## src/rtl/approx_err_accum.sv

```systemverilog
// approx_err_accum
//
// Measures the error of an approximate multiplier over a run of samples.
// Software starts a run with `start` and a sample count; the block then
// accepts that many (in1, in2, approx_prod) samples over a valid/ready
// handshake. For each sample it computes the exact product and the
// absolute error. It accumulates the mismatch count, the sum of absolute
// errors and the maximum absolute error. The results stay on the outputs
// with `done` high until the next start.
//
// Each sample passes through a two-stage pipeline:
//   stage 1 - exact product, absolute error and mismatch flag
//   stage 2 - the accumulators
// A sample therefore shows up in the results two cycles after its handshake.
//
// Optional feature (macro ERR_SQUARED_EN):
//   When the macro is defined, the block adds output sum_sq_err. It
//   accumulates abs_err*abs_err with the same timing and clear rules as
//   sum_abs_err. The default build leaves the macro undefined, which
//   removes both the port and its logic.
//
// Ports:
//   clk          in   rising-edge clock
//   rst_n        in   asynchronous active-low reset
//   start        in   single-cycle run request (honoured in IDLE/DONE only)
//   num_samples  in   samples in the run, captured when start is accepted
//   in_valid     in   upstream sample valid
//   in_ready     out  high only while the run is accepting samples
//   in1, in2     in   multiplier operands (unsigned, WIDTH bits)
//   approx_prod  in   approximate product (2*WIDTH bits)
//   busy         out  run in progress (RUN or DRAIN)
//   done         out  results valid (DONE)
//   err_count    out  samples whose approx_prod differed from in1*in2
//   sum_abs_err  out  sum of |in1*in2 - approx_prod|
//   sum_sq_err   out  sum of squared errors (ERR_SQUARED_EN only)
//   max_abs_err  out  largest absolute error seen in the run

module approx_err_accum #(
    parameter int WIDTH = 6,
    parameter int CNT_W = 16
) (
    input  logic                       clk,
    input  logic                       rst_n,
    input  logic                       start,
    input  logic [CNT_W-1:0]           num_samples,
    input  logic                       in_valid,
    output logic                       in_ready,
    input  logic [WIDTH-1:0]           in1,
    input  logic [WIDTH-1:0]           in2,
    input  logic [2*WIDTH-1:0]         approx_prod,
    output logic                       busy,
    output logic                       done,
    output logic [CNT_W-1:0]           err_count,
    output logic [2*WIDTH+CNT_W-1:0]   sum_abs_err,
`ifdef ERR_SQUARED_EN
    output logic [4*WIDTH+CNT_W-1:0]   sum_sq_err,
`endif
    output logic [2*WIDTH-1:0]         max_abs_err
);

    localparam int PW = 2 * WIDTH;
    localparam int SW = PW + CNT_W;

    typedef enum logic [1:0] {
        IDLE,
        RUN,
        DRAIN,
        DONE
    } state_t;

    state_t           state;
    state_t           state_next;
    logic             start_accept;
    logic             handshake;
    logic [CNT_W-1:0] target;
    logic [CNT_W-1:0] accepted;

    logic [PW-1:0]    exact;
    logic [PW-1:0]    abs_err;
    logic             s1_valid;
    logic             s1_mismatch;
    logic [PW-1:0]    s1_abs_err;

    always_ff @(posedge clk or negedge rst_n) begin
        if (!rst_n) begin
            state <= IDLE;
        end else begin
            state <= state_next;
        end
    end

    always_comb begin
        state_next   = state;
        in_ready     = 1'b0;
        busy         = 1'b0;
        done         = 1'b0;
        start_accept = 1'b0;
        case (state)
            IDLE: begin
                if (start) begin
                    start_accept = 1'b1;
                    state_next   = (num_samples == '0) ? DONE : RUN;
                end
            end
            RUN: begin
                in_ready = 1'b1;
                busy     = 1'b1;
                // accepted counts samples taken before this cycle, so
                // this handshake is the last one when accepted+1 hits target.
                if (in_valid && (accepted + CNT_W'(1) == target)) begin
                    state_next = DRAIN;
                end
            end
            DRAIN: begin
                // The last sample sits in stage 1 now. Stage 2 absorbs it
                // on this same edge, so the results are complete in DONE.
                busy       = 1'b1;
                state_next = DONE;
            end
            DONE: begin
                done = 1'b1;
                if (start) begin
                    start_accept = 1'b1;
                    state_next   = (num_samples == '0) ? DONE : RUN;
                end
            end
            default: state_next = IDLE;
        endcase
    end

    assign handshake = in_valid && in_ready;

    always_ff @(posedge clk or negedge rst_n) begin
        if (!rst_n) begin
            target   <= '0;
            accepted <= '0;
        end else if (start_accept) begin
            target   <= num_samples;
            accepted <= '0;
        end else if (handshake) begin
            accepted <= accepted + CNT_W'(1);
        end
    end

    // The exact product is widened before the multiply so that no bits
    // of in1*in2 are lost.
    assign exact   = PW'(in1) * PW'(in2);
    assign abs_err = (exact >= approx_prod) ? (exact - approx_prod)
                                            : (approx_prod - exact);

    always_ff @(posedge clk or negedge rst_n) begin
        if (!rst_n) begin
            s1_valid    <= 1'b0;
            s1_mismatch <= 1'b0;
            s1_abs_err  <= '0;
        end else begin
            s1_valid <= handshake;
            if (handshake) begin
                s1_mismatch <= (abs_err != '0);
                s1_abs_err  <= abs_err;
            end
        end
    end

    // A start is only accepted in IDLE/DONE. Stage 1 is already empty
    // in those states, so the clear can never drop a pending sample.
    always_ff @(posedge clk or negedge rst_n) begin
        if (!rst_n) begin
            err_count   <= '0;
            sum_abs_err <= '0;
            max_abs_err <= '0;
        end else if (start_accept) begin
            err_count   <= '0;
            sum_abs_err <= '0;
            max_abs_err <= '0;
        end else if (s1_valid) begin
            err_count   <= err_count + CNT_W'(s1_mismatch);
            sum_abs_err <= sum_abs_err + SW'(s1_abs_err);
            if (s1_abs_err > max_abs_err) begin
                max_abs_err <= s1_abs_err;
            end
        end
    end

`ifdef ERR_SQUARED_EN
    logic [2*PW-1:0] s1_sq_err;

    // Both factors are widened so that the square keeps all 2*PW bits.
    assign s1_sq_err = (2*PW)'(s1_abs_err) * (2*PW)'(s1_abs_err);

    always_ff @(posedge clk or negedge rst_n) begin
        if (!rst_n) begin
            sum_sq_err <= '0;
        end else if (start_accept) begin
            sum_sq_err <= '0;
        end else if (s1_valid) begin
            sum_sq_err <= sum_sq_err + (2*PW+CNT_W)'(s1_sq_err);
        end
    end
`endif

endmodule

```

## config.mk

```make
export PLATFORM = sky130hd
export DESIGN_NAME = approx_err_accum
export DESIGN_NICKNAME = d
export VERILOG_FILES = /design/src/rtl/approx_err_accum.sv
export SDC_FILE = /design/constraint.sdc
export NUM_CORES = 1
export LEC_CHECK = 0
export ABC_AREA = 1
export CELL_PAD_IN_SITES_DETAIL_PLACEMENT = 0
export CELL_PAD_IN_SITES_GLOBAL_PLACEMENT = 1
export CORE_ASPECT_RATIO = 1.4
export CORE_MARGIN = 1.5
export CORE_UTILIZATION = 40
export DETAILED_ROUTE_END_ITERATION = 16
export PLACE_DENSITY = 0.84
export SLEW_MARGIN = 20
export SYNTH_ARGS = -nofsm -noshare
export SYNTH_HDL_FRONTEND = slang
export SYNTH_SLANG_ARGS = --single-unit
```

## constraint.sdc

```tcl
create_clock -name clk -period 2.4 [get_ports clk]
set_clock_uncertainty 0.05 [all_clocks]
set_input_delay 0.36 -clock clk [delete_from_list [all_inputs] [get_ports clk]]
set_output_delay 0.36 -clock clk [all_outputs]
set_load 0.02 [all_outputs]
```

After elaboration in Yosys (flattened, before gate mapping)
Cells that the tools add are included.
- register bits after elaboration: 104
- input port bits: 44
- output and inout port bits: 59
- logic and storage cells: 54
- add/subtract/negate cells: 5
- $mul: 1
- $lt $le $gt $ge: 2
- eq/ne operators: 6
- multiplexer cells: 19
- reduce and logical (&&, ||, !) cells: 12
- operators with widths (kind ; number):
    16-bit two-way mux ; 4
    28-bit two-way mux ; 2
    12-bit two-way mux ; 4
    28-bit by 12-bit adder with 28-bit output ; 1
    12-bit subtractor ; 2
    16-bit by 1-bit adder with 16-bit output ; 1
    16-bit by 1-bit adder with 16-bit output, second input constant ; 1
    16-bit equality test ; 1
    16-bit zero test ; 1
    12-bit >= comparator ; 1
    12-bit > comparator ; 1
    6-bit by 6-bit multiplier with 12-bit output ; 1
    12-bit nonzero test ; 1
    2-bit two-way mux ; 3
    2-bit one-hot mux with 3 select lines ; 1
    2-bit nonzero test ; 3
    1-bit two-way mux ; 5
    2-bit equality test, second input constant ; 2
    2-bit AND reduction ; 2
    2-bit OR reduction ; 2
    2-bit by 1-bit equality test with 1-bit output, second input constant ; 1
    1-bit logical AND ; 2
    2-bit zero test ; 1
    2-bit by 1-bit != test with 1-bit output, second input constant ; 1
    2-bit != test, second input constant ; 1

Longest topological paths before layout
- depth in word-level cells: 5
- mapped depth: 32

Worst setup path before layout
Ideal clock, no wire load.
- path type: input-to-reg
- from: in in1[1]
- to: reg s1_mismatch
- arrival time: 4.667 ns
- data required time: 2.237 ns
- setup slack: -2.430 ns
- cell stages on the path: 29
- buffers on the path: 1
- path through: nand2_1 > inv_1 > fa_1 > fa_1 > inv_1 > fa_1 > inv_1 > ha_1 > nand2_1 > o21ai_0 > a21oi_1 > o21bai_1 > nand2_1 > nand2_1 > a21oi_1 > xor2_1 > ha_1 > a21o_1 > nor2_1 > nand2_1 > inv_1 > nand2_2 > buf_6 > nand2_1 > nand3_1 > nor3_1 > nand3_1 > nand2_1 > inv_1
- cells in the longest elaborated chain, start to end: 4
- ends and longest elaborated chain (what ; RTL line ; RTL):
    from (decl) ; 48 ; input logic [WIDTH-1:0] in1,
    6-bit by 6-bit multiplier with 12-bit output * ; 147 ; assign exact = PW'(in1) * PW'(in2);
    12-bit subtractor (tied with other cells) ; 149 ; : (approx_prod - exact);
    12-bit two-way mux * ; 148 ; assign abs_err = (exact >= approx_prod) ? (exact - approx_prod)
    12-bit nonzero test * ; 159 ; s1_mismatch <= (abs_err != '0);
    to (signal assigned) ; 159 ;
    to (decl) ; 81 ; logic s1_mismatch;
Every way passes the cells marked *; elsewhere a longest branch is shown, timed or not.
A chain may end at the register's enable or synchronous reset.

Final worst setup path
- from: in in1[2]
- to: reg s1_mismatch
The elaborated chain is that of the path after synthesis.

==> flow_metrics.env <==
export IMPL_grt_pass1_wl_um=38700
export IMPL_drtPass1Iterations=5
export IMPL_coreArea_sq_um=21000
export IMPL_regArea_sq_um=2600
export IMPL_synth_most_common_cell="nand2_1"
export IMPL_syn_cell_area_sq_um=8520
export IMPL_detail_route_drc_violations=0
export IMPL_cts_root_buf="clkbuf_16"
export IMPL_syn_nets=1366
export IMPL_worst_pin_slew_ns=0.975
export IMPL_wl_per_cell_um=14.1
export IMPL_grt_use_total_pct=21.7
export IMPL_layout_nets=1584
export IMPL_leakage_nw=5.96
export IMPL_wirelength_um=24100
export IMPL_clkPwrFrac_pct=12.4
export IMPL_cts_hold_buf=0
export IMPL_via_count=8556
export IMPL_synthDistinctLibCells=43
export IMPL_fin_ws_ns=-2.10
export IMPL_period_minus_slack_ns=4.50
export IMPL_numPortBuffers=102
export IMPL_antenna_cells=0
export IMPL_synth_top_area_share_pct=30.5
export IMPL_internal_power_mw=6.79
export IMPL_ys_flop_type="dfrtp_1"
export IMPL_worstPathArrival_ns=4.69
export IMPL_grt_setup_unrepaired="yes"
export IMPL_viasPerCell=5.00
export IMPL_fill_cells=2060
export IMPL_die_area_sq_um=22200
export IMPL_cts_buffers=9
export IMPL_synth_edf_count=0
export IMPL_drive_above_1_share_pct=18.5
export IMPL_status="complete, but fails checks"
export IMPL_cpPeakStageDelay_ns=0.58
export IMPL_ys_ff_latch=104
export IMPL_slew_headroom_pct=34.7
export IMPL_cp_max_fo=6
export IMPL_power_mw=12.7
export IMPL_power_net_switching_mw=5.87
export IMPL_ys_seq_area_share_pct=30.5
export IMPL_grt_pass1_vias=8345
export IMPL_peakVddDrop_mv=0.452
export IMPL_area_growth_pct=35.7
export IMPL_start_util_pct=40.5
export IMPL_drv_slew=0
export IMPL_clock_sinks=104
export IMPL_holdWs_ns=-0.0171
export IMPL_fmax_ghz=0.222
export IMPL_ctsHtreeMaxLevel=3
export IMPL_critPathLaunchType="input port"
export IMPL_antenna_found_initial=0
export IMPL_fin_crit_sh_pct=187
export IMPL_async_reset_ff_share_pct=100
export IMPL_clk_latency_ns=0.35
export IMPL_multiInputGateArea_sq_um=5410
export IMPL_cpMostUsedCell="nand2_2"
export IMPL_power_density_nw_per_um2=1100
export IMPL_synth_area_leader_cell="dfrtp_1"
export IMPL_die_w_um=126
export IMPL_gp_congestion=0.922
export IMPL_finalCoreUtilization_pct=54.9
export IMPL_endpoint_kind="flip-flop"
export IMPL_cts_tree="built"
export IMPL_combPwrFrac_pct=66.2
export IMPL_clk_path_buf_depth=2
export IMPL_post_synth_inst_count=1229
export IMPL_grt_max_degree=66
export IMPL_die_h_um=176
export IMPL_drv_cap=0
export IMPL_ys_warn_count=0
export IMPL_synth_area_leaders="dfrtp_1 (31%), nand2_1 (15%), ha_1 (11%), inv_1 (10%), nand3_1 (5.0%)"
export IMPL_synth_commonest_cells="nand2_1 (345), inv_1 (232), dfrtp_1 (104), nand3_1 (86), o21ai_0 (80)"
export IMPL_worst_ep_required_time_ns=2.60
export IMPL_slowest_stage="fa_1"
export IMPL_violations="negative hold slack, negative setup slack"
export IMPL_swShare_pct=46.4
export IMPL_overflow=0
export IMPL_rows=63
export IMPL_pwr_share_seq_pct=21.4
export IMPL_criticalPathCategory="in -> reg"
export IMPL_drt_iter0_markers=246
export IMPL_tns_ns=-24.16
export IMPL_avgSynthCellArea_sq_um=6.94
export IMPL_ant_nets=0
export IMPL_clk_pin_slew_ns=0.08
export IMPL_post_dp_hpwl_um=19300
export IMPL_hp_class="in -> async"
export IMPL_setup_violations=12
export IMPL_io_pins=103
export IMPL_finalHoldViolCount=12
through the flow:
step | std cells | hold WS, ns | instance area [sq um] | setup slack [ns]
2_1_floorplan | 1229 | 0.0144 | 8600 | -2.17
3_3_place_gp | 1676 | 0.390 | 10700 | -3.10
3_5_place_dp | 1676 | 0.392 | 10700 | -3.12
4_1_cts | 1707 | 0.00847 | 11300 | -2.18
5_1_grt | 1712 | 0.0327 | 11600 | -2.38
6_report | 1712 | -0.0171 | 11600 | -2.10
cells in the final DEF, fill, tap and decap left out, types with 4 or more instances in the layout:
cell type / instances
inv_8: 4
a21oi_1: 47
nor3_1: 13
nand3b_1: 5
nand2_1: 313
nand3_2: 5
nor2_1: 68
dfrtp_1: 103
inv_1: 221
o21ai_0: 70
ha_1: 63
nand3_1: 82
buf_6: 17
nand4_1: 20
fa_1: 18
nand2_2: 28
buf_4: 112
o22ai_1: 15
clkbuf_16: 9
o21ai_1: 8
ha_4: 7
nand2_4: 12
xor2_1: 13
nor2_2: 10
inv_2: 10
a21oi_2: 11
a31oi_1: 9
xor2_2: 4
clkdlybuf4s50_1: 89
sequential cells by signal, summed over array words and instances (netlist names):
register     count
sum_abs_err     28
state            2
s1_abs_err      12
s1_valid         1
target          16
accepted        16
err_count       16
s1_mismatch      1
max_abs_err     12
worst max-delay path: cells and delay by family:
kind | cells | cell delay [ns]
AOI/OAI and AO/OA | 5 | 0.65
xor gates and xnor gates | 1 | 0.14
adders and majority gates | 5 | 2.19
buffers and inverters | 4 | 0.27
and+or+nand+nor | 12 | 1.06
repair_timing:
| item | CTS | global route |
|---|---|---|
| endpoints found under the setup margin | 12 | 34 |
| buffers inserted | 14 | 5 |
| gates cloned | 2 | 1 |
| pin swaps | 49 | 53 |
| gates resized for setup | 119 | 68 |
cell families (layout without fill, tap and decap cells):
family,count (synthesis),count (layout),synth area share (%)
fa+ha+maj,93,93,15.4
simple gates,569,571,28.4
xor+xnor,20,20,2.06
flops,104,104,30.5
buf+inv,256,476,11.5
compound gates,187,188,12.1
worst paths after layout:
check | start | endpoint | slack [ns] | depth (start not counted)
max in group asynchronous | rst_n | err_count[11] | 1.61 | 2
setup / recovery | in1[2] | s1_mismatch | -2.10 | 27
min in group clk | err_count[15] | err_count[15] | 0.43 | 1
hold / removal | rst_n | sum_abs_err[9] | -0.02 | 1
hold reg to reg | err_count[15] | err_count[15] | 0.43 | 1
setup reg to reg | sum_abs_err[0] | sum_abs_err[18] | 0.20 | 12
per-layer routing:
layer | up-vias | part of all wire, % | global-route usage [%]
li1 | 4357 | - | -
met1 | 3976 | 39 | 22.2
met2 | 169 | 55 | 43.7
met3 | 54 | 2.5 | 1.86
met4 | 0 | 4.0 | 9.72
met5 | - | 0 | 0
power by group through the flow:
stage	Clock, mW	Combinational (mW)	Sequential, mW
CTS	1.61	7.89	2.71
detailed placement	0	7.39	2.74
global route	1.66	9.34	2.75
global placement	0	7.32	2.73
floorplan	0	4.35	2.82
finish	1.57	8.39	2.71
area by class of cell:
cell class | count | area share [%]
inverter | 234 | 7.66
sequential | 104 | 22.5
clock buffer | 9 | 1.95
tap | 260 | 2.81
multi-input combinational | 872 | 46.7
timing repair buffer | 226 | 17.5
clock inverter | 7 | 0.779
(Power assumes the default switching activity.)
